### config.mk
export PLATFORM = sky130hd
export DESIGN_NAME = fcmp_issue_arbiter
export DESIGN_NICKNAME = d
export VERILOG_FILES = /design/src/rtl/fcmp_pkg.sv /design/src/rtl/fcmp_core.sv /design/src/rtl/fcmp_issue_arbiter.sv
export SDC_FILE = /design/constraint.sdc
export NUM_CORES = 1
export LEC_CHECK = 0
export CAP_MARGIN = 20
export CORE_MARGIN = 1
export CORE_UTILIZATION = 35
export CTS_BUF_LIST = sky130_fd_sc_hd__clkbuf_4 sky130_fd_sc_hd__clkbuf_8 sky130_fd_sc_hd__clkbuf_16
export DETAILED_ROUTE_END_ITERATION = 8
export PLACE_DENSITY = 0.65
export SLEW_MARGIN = 0
export SYNTH_ARGS = -nofsm -noshare
export SYNTH_HDL_FRONTEND = slang
export SYNTH_SLANG_ARGS = --single-unit
### constraint.sdc
create_clock -name clock -period 6.8 [get_ports clock]
set_input_delay 1.36 -clock clock [delete_from_list [all_inputs] [get_ports clock]]
set_output_delay 1.36 -clock clock [all_outputs]
set_load 0.03 [all_outputs]
### src/rtl/fcmp_pkg.sv
// Shared definitions for the recoded double-precision compare path:
// op encodings, recoded width, canonical NaN and exception flag layout.
package fcmp_pkg;

  localparam int RECF64_W = 65;

  typedef enum logic [2:0] {
    FCMP_FEQ  = 3'd0,
    FCMP_FLT  = 3'd1,
    FCMP_FLE  = 3'd2,
    FCMP_FMIN = 3'd3,
    FCMP_FMAX = 3'd4
  } fcmp_op_e;

  // Recoded canonical quiet NaN: exp top bits 111, sig MSB set.
  localparam logic [RECF64_W-1:0] FCMP_CANON_NAN = 65'h0_E008_0000_0000_0000;

  // Flag bit positions, MSB first: {NV, DZ, OF, UF, NX}.
  typedef struct packed {
    logic nv;
    logic dz;
    logic of;
    logic uf;
    logic nx;
  } fcmp_exc_t;

endpackage

### src/rtl/fcmp_core.sv
// Combinational compare of two recoded f64 values (sign, 12-bit exp, 52-bit sig).
module fcmp_core
  import fcmp_pkg::*;
(
  input  logic [RECF64_W-1:0] a,
  input  logic [RECF64_W-1:0] b,
  input  logic                signaling,
  output logic                lt,
  output logic                eq,
  output logic                gt,
  output logic                nv,
  output logic                a_nan,
  output logic                b_nan,
  output logic                both_zero
);

  logic        a_sign, b_sign;
  logic [11:0] a_exp, b_exp;
  logic [51:0] a_sig, b_sig;
  logic        a_zero, b_zero, a_inf, b_inf, a_snan, b_snan;
  logic        both_inf, ordered, lt_mags, eq_mags, ordered_lt, ordered_eq;

  assign {a_sign, a_exp, a_sig} = a;
  assign {b_sign, b_exp, b_sig} = b;

  // Recoded decode: exp[11:9]==0 is zero, exp[11:10]==3 is special, exp[9] picks NaN.
  assign a_zero = (a_exp[11:9] == 3'd0);
  assign b_zero = (b_exp[11:9] == 3'd0);
  assign a_nan  = (a_exp[11:10] == 2'd3) &  a_exp[9];
  assign b_nan  = (b_exp[11:10] == 2'd3) &  b_exp[9];
  assign a_inf  = (a_exp[11:10] == 2'd3) & ~a_exp[9];
  assign b_inf  = (b_exp[11:10] == 2'd3) & ~b_exp[9];
  assign a_snan = a_nan & ~a_sig[51];
  assign b_snan = b_nan & ~b_sig[51];

  assign both_zero = a_zero & b_zero;
  assign both_inf  = a_inf & b_inf;
  assign ordered   = ~a_nan & ~b_nan;

  // The recoded exponent is monotonic in magnitude, so magnitudes compare as {exp, sig}.
  assign lt_mags = (a_exp < b_exp) | ((a_exp == b_exp) & (a_sig < b_sig));
  assign eq_mags = (a_exp == b_exp) & (a_sig == b_sig);

  assign ordered_lt = ~both_zero &
                      ((a_sign & ~b_sign) |
                       (~both_inf & ((a_sign & ~lt_mags & ~eq_mags) | (~b_sign & lt_mags))));
  assign ordered_eq = both_zero | ((a_sign == b_sign) & (both_inf | eq_mags));

  assign lt = ordered & ordered_lt;
  assign eq = ordered & ordered_eq;
  assign gt = ordered & ~ordered_lt & ~ordered_eq;
  assign nv = a_snan | b_snan | (signaling & (a_nan | b_nan));

endmodule

### src/rtl/fcmp_issue_arbiter.sv
// Round-robin arbiter feeding a 2-stage valid/ready compare pipeline that
// returns tagged FEQ/FLT/FLE/FMIN/FMAX results to FP writeback.
module fcmp_issue_arbiter
  import fcmp_pkg::*;
#(
  parameter int NUM_REQ = 2,
  parameter int TAG_W   = 6
) (
  input  logic                         clock,
  input  logic                         reset,
  input  logic [NUM_REQ-1:0]           io_req_valid,
  output logic [NUM_REQ-1:0]           io_req_ready,
  input  logic [NUM_REQ*RECF64_W-1:0]  io_req_a,
  input  logic [NUM_REQ*RECF64_W-1:0]  io_req_b,
  input  logic [NUM_REQ*3-1:0]         io_req_op,
  input  logic [NUM_REQ*TAG_W-1:0]     io_req_tag,
  output logic                         io_resp_valid,
  input  logic                         io_resp_ready,
  output logic [1:0]                   io_resp_src,
  output logic [TAG_W-1:0]             io_resp_tag,
  output logic [RECF64_W-1:0]          io_resp_data,
  output logic [4:0]                   io_resp_exc
);

  logic [1:0]          rr_ptr_q, rr_ptr_d;
  logic                s1_valid_q, s1_valid_d;
  logic [RECF64_W-1:0] s1_a_q, s1_a_d, s1_b_q, s1_b_d;
  logic [2:0]          s1_op_q, s1_op_d;
  logic [TAG_W-1:0]    s1_tag_q, s1_tag_d;
  logic [1:0]          s1_src_q, s1_src_d;
  logic                s2_valid_q, s2_valid_d;
  logic [RECF64_W-1:0] s2_data_q, s2_data_d;
  fcmp_exc_t           s2_exc_q, s2_exc_d;
  logic [TAG_W-1:0]    s2_tag_q, s2_tag_d;
  logic [1:0]          s2_src_q, s2_src_d;

  logic                grant_found, s1_accept, s1_advance, handshake;
  logic [1:0]          grant;
  logic [RECF64_W-1:0] sel_a, sel_b;
  logic [2:0]          sel_op;
  logic [TAG_W-1:0]    sel_tag;
  logic                signaling, lt, eq, gt, nv, a_nan, b_nan, both_zero, is_min;
  logic [RECF64_W-1:0] res_data;
  fcmp_exc_t           res_exc;

  assign s1_advance = s1_valid_q & (~s2_valid_q | io_resp_ready);
  assign s1_accept  = ~s1_valid_q | s1_advance;
  assign handshake  = grant_found & s1_accept;

  // Round-robin pick: the first valid requester at or after rr_ptr.
  always_comb begin
    // NOTE: every combinational output gets a default first so no path leaves it unassigned (no latch).
    grant_found = 1'b0;
    grant       = rr_ptr_q;
    // Walk the search order backwards so the nearest valid requester wins.
    for (int k = NUM_REQ - 1; k >= 0; k--) begin
      if (io_req_valid[(int'(rr_ptr_q) + k) % NUM_REQ]) begin
        grant_found = 1'b1;
        grant       = 2'((int'(rr_ptr_q) + k) % NUM_REQ);
      end
    end
  end

  // Route the granted requester's fields and raise its ready.
  always_comb begin
    sel_a        = '0;
    sel_b        = '0;
    sel_op       = '0;
    sel_tag      = '0;
    io_req_ready = '0;
    for (int i = 0; i < NUM_REQ; i++) begin
      if (grant == 2'(i)) begin
        sel_a           = io_req_a[RECF64_W*i +: RECF64_W];
        sel_b           = io_req_b[RECF64_W*i +: RECF64_W];
        sel_op          = io_req_op[3*i +: 3];
        sel_tag         = io_req_tag[TAG_W*i +: TAG_W];
        io_req_ready[i] = handshake;
      end
    end
  end

  assign signaling = (s1_op_q == FCMP_FLT) | (s1_op_q == FCMP_FLE);
  assign is_min    = (s1_op_q == FCMP_FMIN);

  fcmp_core u_core (
    .a         (s1_a_q),
    .b         (s1_b_q),
    .signaling (signaling),
    .lt        (lt),
    .eq        (eq),
    .gt        (gt),
    .nv        (nv),
    .a_nan     (a_nan),
    .b_nan     (b_nan),
    .both_zero (both_zero)
  );

  // Op decode: select the result value and flags for the s1 operation.
  always_comb begin
    res_data = '0;
    res_exc  = '0;
    case (s1_op_q)
      FCMP_FEQ: begin
        res_data   = {64'b0, eq};
        res_exc.nv = nv;
      end
      FCMP_FLT: begin
        res_data   = {64'b0, lt};
        res_exc.nv = nv;
      end
      FCMP_FLE: begin
        // Ordered and not greater is exactly lt|eq.
        res_data   = {64'b0, ~gt & ~a_nan & ~b_nan};
        res_exc.nv = nv;
      end
      FCMP_FMIN, FCMP_FMAX: begin
        res_exc.nv = nv;
        if (a_nan & b_nan)
          res_data = FCMP_CANON_NAN;
        else if (a_nan)
          res_data = s1_b_q;
        else if (b_nan)
          res_data = s1_a_q;
        else if (both_zero & (s1_a_q[64] ^ s1_b_q[64]))
          res_data = (is_min == s1_a_q[64]) ? s1_a_q : s1_b_q;
        else
          res_data = (is_min == lt) ? s1_a_q : s1_b_q;
      end
      default: res_exc.nv = 1'b1;
    endcase
  end

  // Next state for the pointer and both pipeline stages.
  always_comb begin
    rr_ptr_d   = rr_ptr_q;
    s1_valid_d = s1_valid_q;
    s1_a_d     = s1_a_q;
    s1_b_d     = s1_b_q;
    s1_op_d    = s1_op_q;
    s1_tag_d   = s1_tag_q;
    s1_src_d   = s1_src_q;
    s2_valid_d = s2_valid_q;
    s2_data_d  = s2_data_q;
    s2_exc_d   = s2_exc_q;
    s2_tag_d   = s2_tag_q;
    s2_src_d   = s2_src_q;

    if (handshake) begin
      rr_ptr_d   = (grant == 2'(NUM_REQ - 1)) ? 2'd0 : grant + 2'd1;
      s1_valid_d = 1'b1;
      s1_a_d     = sel_a;
      s1_b_d     = sel_b;
      s1_op_d    = sel_op;
      s1_tag_d   = sel_tag;
      s1_src_d   = grant;
    end else if (s1_advance) begin
      s1_valid_d = 1'b0;
    end

    // s2 only changes when it drains or refills, so a stalled result holds still.
    if (s1_advance) begin
      s2_valid_d = 1'b1;
      s2_data_d  = res_data;
      s2_exc_d   = res_exc;
      s2_tag_d   = s1_tag_q;
      s2_src_d   = s1_src_q;
    end else if (io_resp_ready) begin
      s2_valid_d = 1'b0;
    end
  end

  // State registers with asynchronous reset.
  always_ff @(posedge clock or posedge reset) begin
    if (reset) begin
      // NOTE: datapath regs are reset too, so response outputs read 0 out of reset.
      rr_ptr_q   <= '0;
      s1_valid_q <= 1'b0;
      s1_a_q     <= '0;
      s1_b_q     <= '0;
      s1_op_q    <= '0;
      s1_tag_q   <= '0;
      s1_src_q   <= '0;
      s2_valid_q <= 1'b0;
      s2_data_q  <= '0;
      s2_exc_q   <= '0;
      s2_tag_q   <= '0;
      s2_src_q   <= '0;
    end else begin
      // NOTE: non-blocking assignments so every flop samples pre-edge values.
      rr_ptr_q   <= rr_ptr_d;
      s1_valid_q <= s1_valid_d;
      s1_a_q     <= s1_a_d;
      s1_b_q     <= s1_b_d;
      s1_op_q    <= s1_op_d;
      s1_tag_q   <= s1_tag_d;
      s1_src_q   <= s1_src_d;
      s2_valid_q <= s2_valid_d;
      s2_data_q  <= s2_data_d;
      s2_exc_q   <= s2_exc_d;
      s2_tag_q   <= s2_tag_d;
      s2_src_q   <= s2_src_d;
    end
  end

  assign io_resp_valid = s2_valid_q;
  assign io_resp_data  = s2_data_q;
  assign io_resp_exc   = s2_exc_q;
  assign io_resp_tag   = s2_tag_q;
  assign io_resp_src   = s2_src_q;

endmodule

==> results of run 1 <==
sequential cells by signal, summed over array words and instances, names as in the netlist:
name           flops
io_resp_data      65
io_resp_exc        1
io_resp_src        2
io_resp_tag        6
io_resp_valid      1
rr_ptr_q           1
s1_a_q            65
s1_b_q            65
s1_op_q            3
s1_src_q           2
s1_tag_q           6
s1_valid_q         1
cell usage in the layout (no fill, tap or decap), types with 13 or more instances in the layout:
master           instances
nand2_1                163
clkdlybuf4s50_1        359
dfrtp_1                218
mux2i_1                142
nand4_1                 13
inv_1                   70
ha_1                    65
nand3_1                 16
clkbuf_16               25
and2_1                  61
a221o_1                 59
a21oi_1                 30
o21ai_0                157
routing by layer:
layer / share of wire (%) / global-route usage, % / routed length (µm)
met2: 49 / 34.7 / 16600
met1: 43 / 24.4 / 14300
met4: 1.6 / 3.80 / 540
met3: 6.2 / 3.00 / 2090
met5: 0 / 0 / 0
power by group:
| part | total (W) | internal, W | switching, W |
|---|---|---|---|
| Sequential | 0.00178 | 0.00157 | 0.000214 |
| Combinational | 0.00169 | 0.000782 | 0.000911 |
| Clock | 0.00138 | 0.000852 | 0.000531 |
final cells by class:
class / count / area [µm²] / share of cell area, %
Timing Repair Buffer: 369 / 3680 / 22.1
Sequential cell: 218 / 5460 / 32.7
Inverter: 71 / 270 / 1.62
Multi-Input combinational cell: 824 / 5860 / 35.1
Clock inverter: 4 / 70.1 / 0.420
Tap cell: 448 / 561 / 3.36
Clock buffer: 40 / 776 / 4.65
cell families after synthesis:
logic type / after synthesis / synth area share [%]
simple gates: 311 / 13.2
flops: 218 / 45.9
compound gates: 288 / 15.7
xor+xnor: 3 / 0.221
buf+inv: 146 / 5.04
fa+ha+maj: 66 / 6.93
mux: 152 / 13.0
other cells: 1 / 0.0316
worst max path at each step:
stage / slack (ns) / from / to / cells after the start
2_1_floorplan: 2.60 / reset / io_resp_data[0]$_DFFE_PP0P_ / 1
3_3_place_gp: 1.75 / io_req_valid[0] / io_req_ready[1] / 5
3_5_place_dp: 1.75 / io_req_valid[1] / io_req_ready[1] / 4
4_1_cts: 1.75 / io_req_valid[1] / io_req_ready[1] / 4
5_1_grt: 1.68 / io_req_valid[1] / io_req_ready[1] / 4
6_report: 1.75 / io_req_valid[1] / io_req_ready[1] / 4
metrics by stage:
| stage | total power, W | cell area, µm² | utilization [%] |
|---|---|---|---|
| 3_5_place_dp | 0.00352 | 15800 | 47.3 |
| 3_3_place_gp | 0.00348 | 15800 | 47.3 |
| 2_1_floorplan | 0.00281 | 11900 | - |
| 6_report | 0.00486 | 16700 | 49.8 |
| 5_1_grt | 0.00516 | 16700 | 49.8 |
| 4_1_cts | 0.00493 | 16700 | 49.8 |
==> impl_table.tex, run 1 <==
\begin{tabular}{lr}
\hline
Metric & Value \\
\hline
\multicolumn{2}{l}{\textbf{Worst hold path}} \\
\quad Hold path cells & 1 \\
\quad Min-Delay Startpoint & s1\_src\_q[1]\$\_DFFE\_PP0P\_ \\
\quad Endpoint with the worst hold slack & s1\_src\_q[1]\$\_DFFE\_PP0P\_ \\
\quad Worst hold-check path type & flip-flop to flip-flop \\
\multicolumn{2}{l}{\textbf{Die}} \\
\quad \# IOs & 364 \\
\quad Starting density of the core & 35.5\% \\
\quad Area of the die & 34700 µm² \\
\quad Core box area & 33400 µm² \\
\quad Number of rows created at floorplan & 67 \\
\quad Vertical extent of the die & 186 µm \\
\quad Overall die width & 186 µm \\
\multicolumn{2}{l}{\textbf{STA}} \\
\quad Slew at the pin with the worst max-slew slack & 1.02 ns \\
\quad Final count of pins violating max slew & 0 \\
\quad Count of endpoints failing setup in the final report & 0 \\
\quad Skew final & 0.0106 ns \\
\quad Post-layout min period & 5.05 ns \\
\quad Unrepaired setup endpoints after global routing & no \\
\quad Count of endpoints failing hold in the final timing report & 0 \\
\quad Max-Slew Margin vs Limit & 32.1\% \\
\quad Slack of the critical path & 1.75 ns \\
\quad Share of the cycle needed by the critical path after routing & 74.3\% \\
\quad Total negative slack for setup checks & 0 ns \\
\quad Smallest hold slack & 0.480 ns \\
\quad Highest attainable clock frequency & 0.198 GHz \\
\multicolumn{2}{l}{\textbf{Worst setup path}} \\
\quad Largest fanout on the critical path & 34 \\
\quad Longest individual stage delay on the worst path & 0.75 ns \\
\quad Most Frequent Cell on Critical Path & clkdlybuf4s50\_1 \\
\quad Crit-path slowest cell & clkdlybuf4s50\_1 \\
\quad Kind of capture point of the worst setup path & output pin \\
\quad CP Data Required Time & 5.44 ns \\
\quad R2R Setup Slk & 2.26 ns \\
\quad Number of cells traversed by the worst register-to-register path & 13 \\
\quad Reg-to-Reg Start & s1\_b\_q[63]\$\_DFFE\_PP0P\_ \\
\quad Total buffers and inverters traversed by the critical path & 2 \\
\quad Critical path launch point type & input port \\
\quad Category of cells accounting for the largest share of critical-path delay & buffers and inverters \\
\quad Critical R2R Capture & io\_resp\_data[23]\$\_DFFE\_PP0P\_ \\
\quad Worst-path cell chain & clkdlybuf4s50\_1 -> maj3\_4 -> nor2b\_1 -> clkdlybuf4s50\_1 \\
\quad Worst setup path category & input port to output pin \\
\quad CP Data Arrival Time & 3.69 ns \\
\multicolumn{2}{l}{\textbf{Place}} \\
\quad Placed cell count & 1930 \\
\quad Gpl congestion & 0.832 \\
\quad Post-DP HPWL & 24300 µm \\
\quad Count of input and output buffers & 359 \\
\quad Post-place setup slack & 1.75 ns \\
\multicolumn{2}{l}{\textbf{Power and ir drop}} \\
\quad P\_leak & 7.55 nW \\
\quad Max VDD drop & 0.173 mV \\
\quad Power per Cell Area & 291 nW/µm² \\
\multicolumn{2}{l}{\textbf{Clocking}} \\
\quad H-tree level count & 1 \\
\quad Worst-skew pair later-pin latency & 0.52 ns \\
\quad Number of clock buffers inserted by TritonCTS & 25 \\
\quad Clock-pin slew on the worst setup and hold paths & 0.05 ns \\
\quad TritonCTS clock tree & done \\
\quad CTS Sinks & 218 \\
\quad Number of setup buffers added after CTS & 0 \\
\quad Number of buffers on the longest clock path & 3 \\
\quad Master cell of the clock root buffer & clkbuf\_16 \\
\quad Number of hold buffers added after cts & 0 \\
\quad Post-cts sizing count & 0 \\
\multicolumn{2}{l}{\textbf{Detailed routing}} \\
\quad 1st-pass router iterations & 4 \\
\quad Vias per cell & 4.96 \\
\quad Remaining antenna violation count after routing & 0 \\
\quad Violation count after the first detailed-routing iteration & 469 \\
\quad DRC Markers & 0 \\
\quad Overall via count from detail\_route & 9798 \\
\quad Total wire length & 33600 µm \\
\quad Per-cell routed wire length & 17.0 µm \\
\multicolumn{2}{l}{\textbf{Cells and area}} \\
\quad Count of fill cells added during filler insertion & 3083 \\
\quad Nets & 1857 \\
\quad Number of cells in the finished layout apart from fillers & 1974 \\
\quad Area growth from synthesis to layout & 40.3\% \\
\quad Share of final-layout standard cells stronger than drive strength 1 & 5.24\% \\
\quad Count of inserted antenna diode cells & 0 \\
\multicolumn{2}{l}{\textbf{Yosys}} \\
\quad Number of library cell types mapped by synthesis & 68 \\
\quad Mapped Cells & 1185 \\
\quad Share of synthesized area occupied by flip-flops and latches & 45.9\% \\
\quad Cell with the most instances after synthesis & dfrtp\_1 \\
\quad Synthesized flop and latch total & 218 \\
\quad Leading post-synthesis cells by instance count & 218 x dfrtp\_1, 164 x nand2\_1, 158 x o21ai\_0, 142 x mux2i\_1, 71 x inv\_1 \\
\quad Cell types occupying the most area after synthesis & dfrtp\_1 46\%, mux2i\_1 12\%, ha\_1 6.8\%, o21ai\_0 6.7\%, nand2\_1 5.2\% \\
\quad Yosys warning total & 0 \\
\quad Syn avg cell area & 10.0 µm² \\
\quad Main flop type after synthesis & dfrtp\_1 \\
\quad Yosys top cell by area & dfrtp\_1 \\
\quad Proportion of netlist area held by the largest area contributor & 45.9\% \\
\quad Mapped cell area & 11900 µm² \\
\quad Post-synth ARST share & 100\% \\
\quad Post-synth EDFFs & 0 \\
\multicolumn{2}{l}{\textbf{Global route}} \\
\quad Global-route total usage across every layer & 19.3\% \\
\quad Largest net degree at the start of global routing & 119 \\
\quad Initial antenna violation count & 0 \\
\quad Global-route wire length before repair & 52700 µm \\
\quad Via count of the first global-routing pass & 9906 \\
\quad Global-route congestion overflow total & 0 \\
\multicolumn{2}{l}{\textbf{Run status}} \\
\quad Result of the run & finished, final reports clean \\
\multicolumn{2}{l}{\textbf{Run}} \\
\quad Max-cap viol count & 0 \\
\hline
\end{tabular}
(Power assumes the default switching activity.)
==> run 2, diff against run 1 <==
- clock period: 6.8 -> 4.2 ns (I/O delays scaled with it)
==> run 2 against run 1 <==
Net effect:
- sequential power is 61% higher
- clock skew is 0.0042 ns higher
- die area stayed put
- cell count is 0.46% higher
- largest power group unchanged
- critical path type is now flip-flop to flip-flop
- via count is 1.3% higher
- clock power is 59% higher
- wire length hardly changed
- utilization is 0.32 points higher
- critical path depth is 8 higher
- hold slack worse by 0.0052 ns
- sequential share of layout area is 0.21 points lower
==> impl_table.tex, run 2 (synthesized netlist as in run 1, its figures left out) <==
\begin{tabular}{lr}
\hline
Metric & Value \\
\hline
\multicolumn{2}{l}{\textbf{Run status}} \\
\quad Result of the run & finished, final reports clean \\
\multicolumn{2}{l}{\textbf{Worst hold path}} \\
\quad Endpoint with the worst hold slack & s1\_tag\_q[1]\$\_DFFE\_PP0P\_ \\
\quad Min-Delay Startpoint & s1\_tag\_q[1]\$\_DFFE\_PP0P\_ \\
\quad Hold path cells & 2 \\
\quad Worst hold-check path type & flip-flop to flip-flop \\
\multicolumn{2}{l}{\textbf{Cells and area}} \\
\quad Nets & 1868 \\
\quad Cell area after layout & 16800 µm² \\
\quad Count of inserted antenna diode cells & 0 \\
\quad Area growth from synthesis to layout & 41.2\% \\
\quad Leading cell types in the layout, fill and taps excluded & 359 x clkdlybuf4s50\_1, 218 x dfrtp\_1, 163 x nand2\_1 \\
\quad Commonest non-fill, non-tap cell in the layout & clkdlybuf4s50\_1 \\
\quad Share of final-layout standard cells stronger than drive strength 1 & 5.80\% \\
\multicolumn{2}{l}{\textbf{Place}} \\
\quad Post-DP HPWL & 24300 µm \\
\quad Gpl congestion & 0.800 \\
\quad Post-placement cell area & 16000 µm² \\
\quad Post-place setup slack & 0.417 ns \\
\quad Count of input and output buffers & 359 \\
\multicolumn{2}{l}{\textbf{Detailed routing}} \\
\quad WL met3 & 2370 µm \\
\quad Met2 WL post-DR & 16300 µm \\
\quad Remaining antenna violation count after routing & 0 \\
\quad Vias per cell & 5.01 \\
\quad Total wire length & 33600 µm \\
\quad DRC Markers & 0 \\
\quad Met1 routed wirelength after detailed routing & 14500 µm \\
\quad 1st-pass router iterations & 5 \\
\quad Violation count after the first detailed-routing iteration & 546 \\
\quad Per-cell routed wire length & 16.9 µm \\
\quad Top layer reached by signal wires & met4 \\
\quad Overall via count from detail\_route & 9927 \\
\multicolumn{2}{l}{\textbf{Clocking}} \\
\quad CTS Sinks & 218 \\
\quad TritonCTS clock tree & done \\
\quad Number of setup buffers added after CTS & 0 \\
\quad Number of hold buffers added after cts & 0 \\
\quad Post-cts sizing count & 0 \\
\quad Clock-pin slew on the worst setup and hold paths & 0.06 ns \\
\quad Number of clock buffers inserted by TritonCTS & 25 \\
\quad Number of buffers on the longest clock path & 3 \\
\quad H-tree level count & 1 \\
\quad Worst-skew pair later-pin latency & 0.52 ns \\
\quad Master cell of the clock root buffer & clkbuf\_16 \\
\multicolumn{2}{l}{\textbf{STA}} \\
\quad Slack of the critical path & 0.405 ns \\
\quad Smallest hold slack & 0.475 ns \\
\quad Total negative slack for setup checks & 0 ns \\
\quad Highest attainable clock frequency & 0.264 GHz \\
\quad Max-Slew Margin vs Limit & 23.6\% \\
\quad Count of endpoints failing hold in the final timing report & 0 \\
\quad Slew at the pin with the worst max-slew slack & 1.15 ns \\
\quad Post-layout min period & 3.79 ns \\
\quad Final count of pins violating max slew & 0 \\
\quad Count of endpoints failing setup in the final report & 0 \\
\quad Unrepaired setup endpoints after global routing & no \\
\quad Share of the cycle needed by the critical path after routing & 90.3\% \\
\quad Skew final & 0.0147 ns \\
\multicolumn{2}{l}{\textbf{Global route}} \\
\quad Initial antenna violation count & 0 \\
\quad Via count of the first global-routing pass & 9817 \\
\quad Global-route total usage across every layer & 19.2\% \\
\quad Largest net degree at the start of global routing & 282 \\
\quad Global-route congestion overflow total & 0 \\
\quad Global-route wire length before repair & 52300 µm \\
\multicolumn{2}{l}{\textbf{Worst setup path}} \\
\quad R2R Setup Slk & 0.41 ns \\
\quad Worst setup path category & flip-flop to flip-flop \\
\quad Kind of capture point of the worst setup path & flip-flop \\
\quad CP Data Arrival Time & 4.19 ns \\
\quad Largest fanout on the critical path & 26 \\
\quad Number of cells traversed by the worst register-to-register path & 12 \\
\quad Reg-to-Reg Start & s1\_a\_q[10]\$\_DFFE\_PP0P\_ \\
\quad CP Data Required Time & 4.59 ns \\
\quad Critical R2R Capture & io\_resp\_data[23]\$\_DFFE\_PP0P\_ \\
\quad Critical path launch point type & flip-flop \\
\multicolumn{2}{l}{\textbf{Die}} \\
\quad Number of rows created at floorplan & 67 \\
\quad Core box area & 33400 µm² \\
\quad Area of the die & 34700 µm² \\
\quad Vertical extent of the die & 186 µm \\
\quad Overall die width & 186 µm \\
\quad Starting density of the core & 35.5\% \\
\quad \# IOs & 364 \\
\multicolumn{2}{l}{\textbf{Run}} \\
\quad Max-cap viol count & 0 \\
\multicolumn{2}{l}{\textbf{Power and ir drop}} \\
\quad Power per Cell Area & 469 nW/µm² \\
\quad Max VDD drop & 0.249 mV \\
\quad P\_leak & 7.60 nW \\
\quad Total design power & 0.00787 W \\
\hline
\end{tabular}
run 2: changes by cell type in the layout (fill, tap and decap cells not counted), sizes merged:
| cell | change |
|---|---|
| buf | +11 |
| clkinvlp | +2 |
| clkinv | +3 |
| clkbuf | -8 |
| bufinv | +1 |
run 2: worst max-delay path, stage by stage, from the launching register on:
cell	delay, ns
dfrtp_1	0.40
ha_1	0.33
a21oi_1	0.15
a21boi_0	0.10
o31ai_1	0.31
nand4_1	0.25
a221oi_2	0.35
or4b_1	0.52
nand4_4	0.12
mux2_4	0.31
and3b_2	0.23
buf_4	0.24
a221o_1	0.33
run 2: where the power goes:
part           switching [W]  total [W]  leakage, nW  internal [W]
clock network       0.000861    0.00220        0.408       0.00134
logic                0.00150    0.00280         4.44       0.00130
registers           0.000335    0.00287         2.75       0.00254
run 2: through the flow:
| stage | util (%) | cells |
|---|---|---|
| 6_report | 50.2 | 1983 |
| 5_1_grt | 50.2 | 1983 |
| 4_1_cts | 50.2 | 1983 |
| 3_5_place_dp | 47.7 | 1941 |
| 3_3_place_gp | 47.7 | 1941 |
| 2_1_floorplan | - | 1188 |
run 2: worst max path at each step:
stage	startpoint	endpoint	depth (start not counted)
3_5_place_dp	s1_a_q[15]$_DFFE_PP0P_	io_resp_data[1]$_DFFE_PP0P_	12
4_1_cts	s1_a_q[10]$_DFFE_PP0P_	io_resp_data[23]$_DFFE_PP0P_	12
5_1_grt	s1_a_q[10]$_DFFE_PP0P_	io_resp_data[18]$_DFFE_PP0P_	12
6_report	s1_a_q[10]$_DFFE_PP0P_	io_resp_data[23]$_DFFE_PP0P_	12
2_1_floorplan	reset	io_resp_data[0]$_DFFE_PP0P_	1
3_3_place_gp	s1_a_q[10]$_DFFE_PP0P_	io_resp_data[20]$_DFFE_PP0P_	12
run 2: layer usage:
metal  vias to the layer above  GRT usage (%)
li1                       4874              -
met1                      4687           24.8
met2                       335           33.6
met3                        31           3.58
met4                         0           3.51
met5                         -              0
run 2: area by class of cell:
cell class | instances | area (µm²)
fillers | 3080 | 16700
flip-flops and latches | 218 | 5460
well taps | 448 | 561
clock inverters | 10 | 130
repair buffers | 380 | 3810
multi-input cells | 824 | 5860
inverters | 71 | 270
clock buffers | 32 | 691
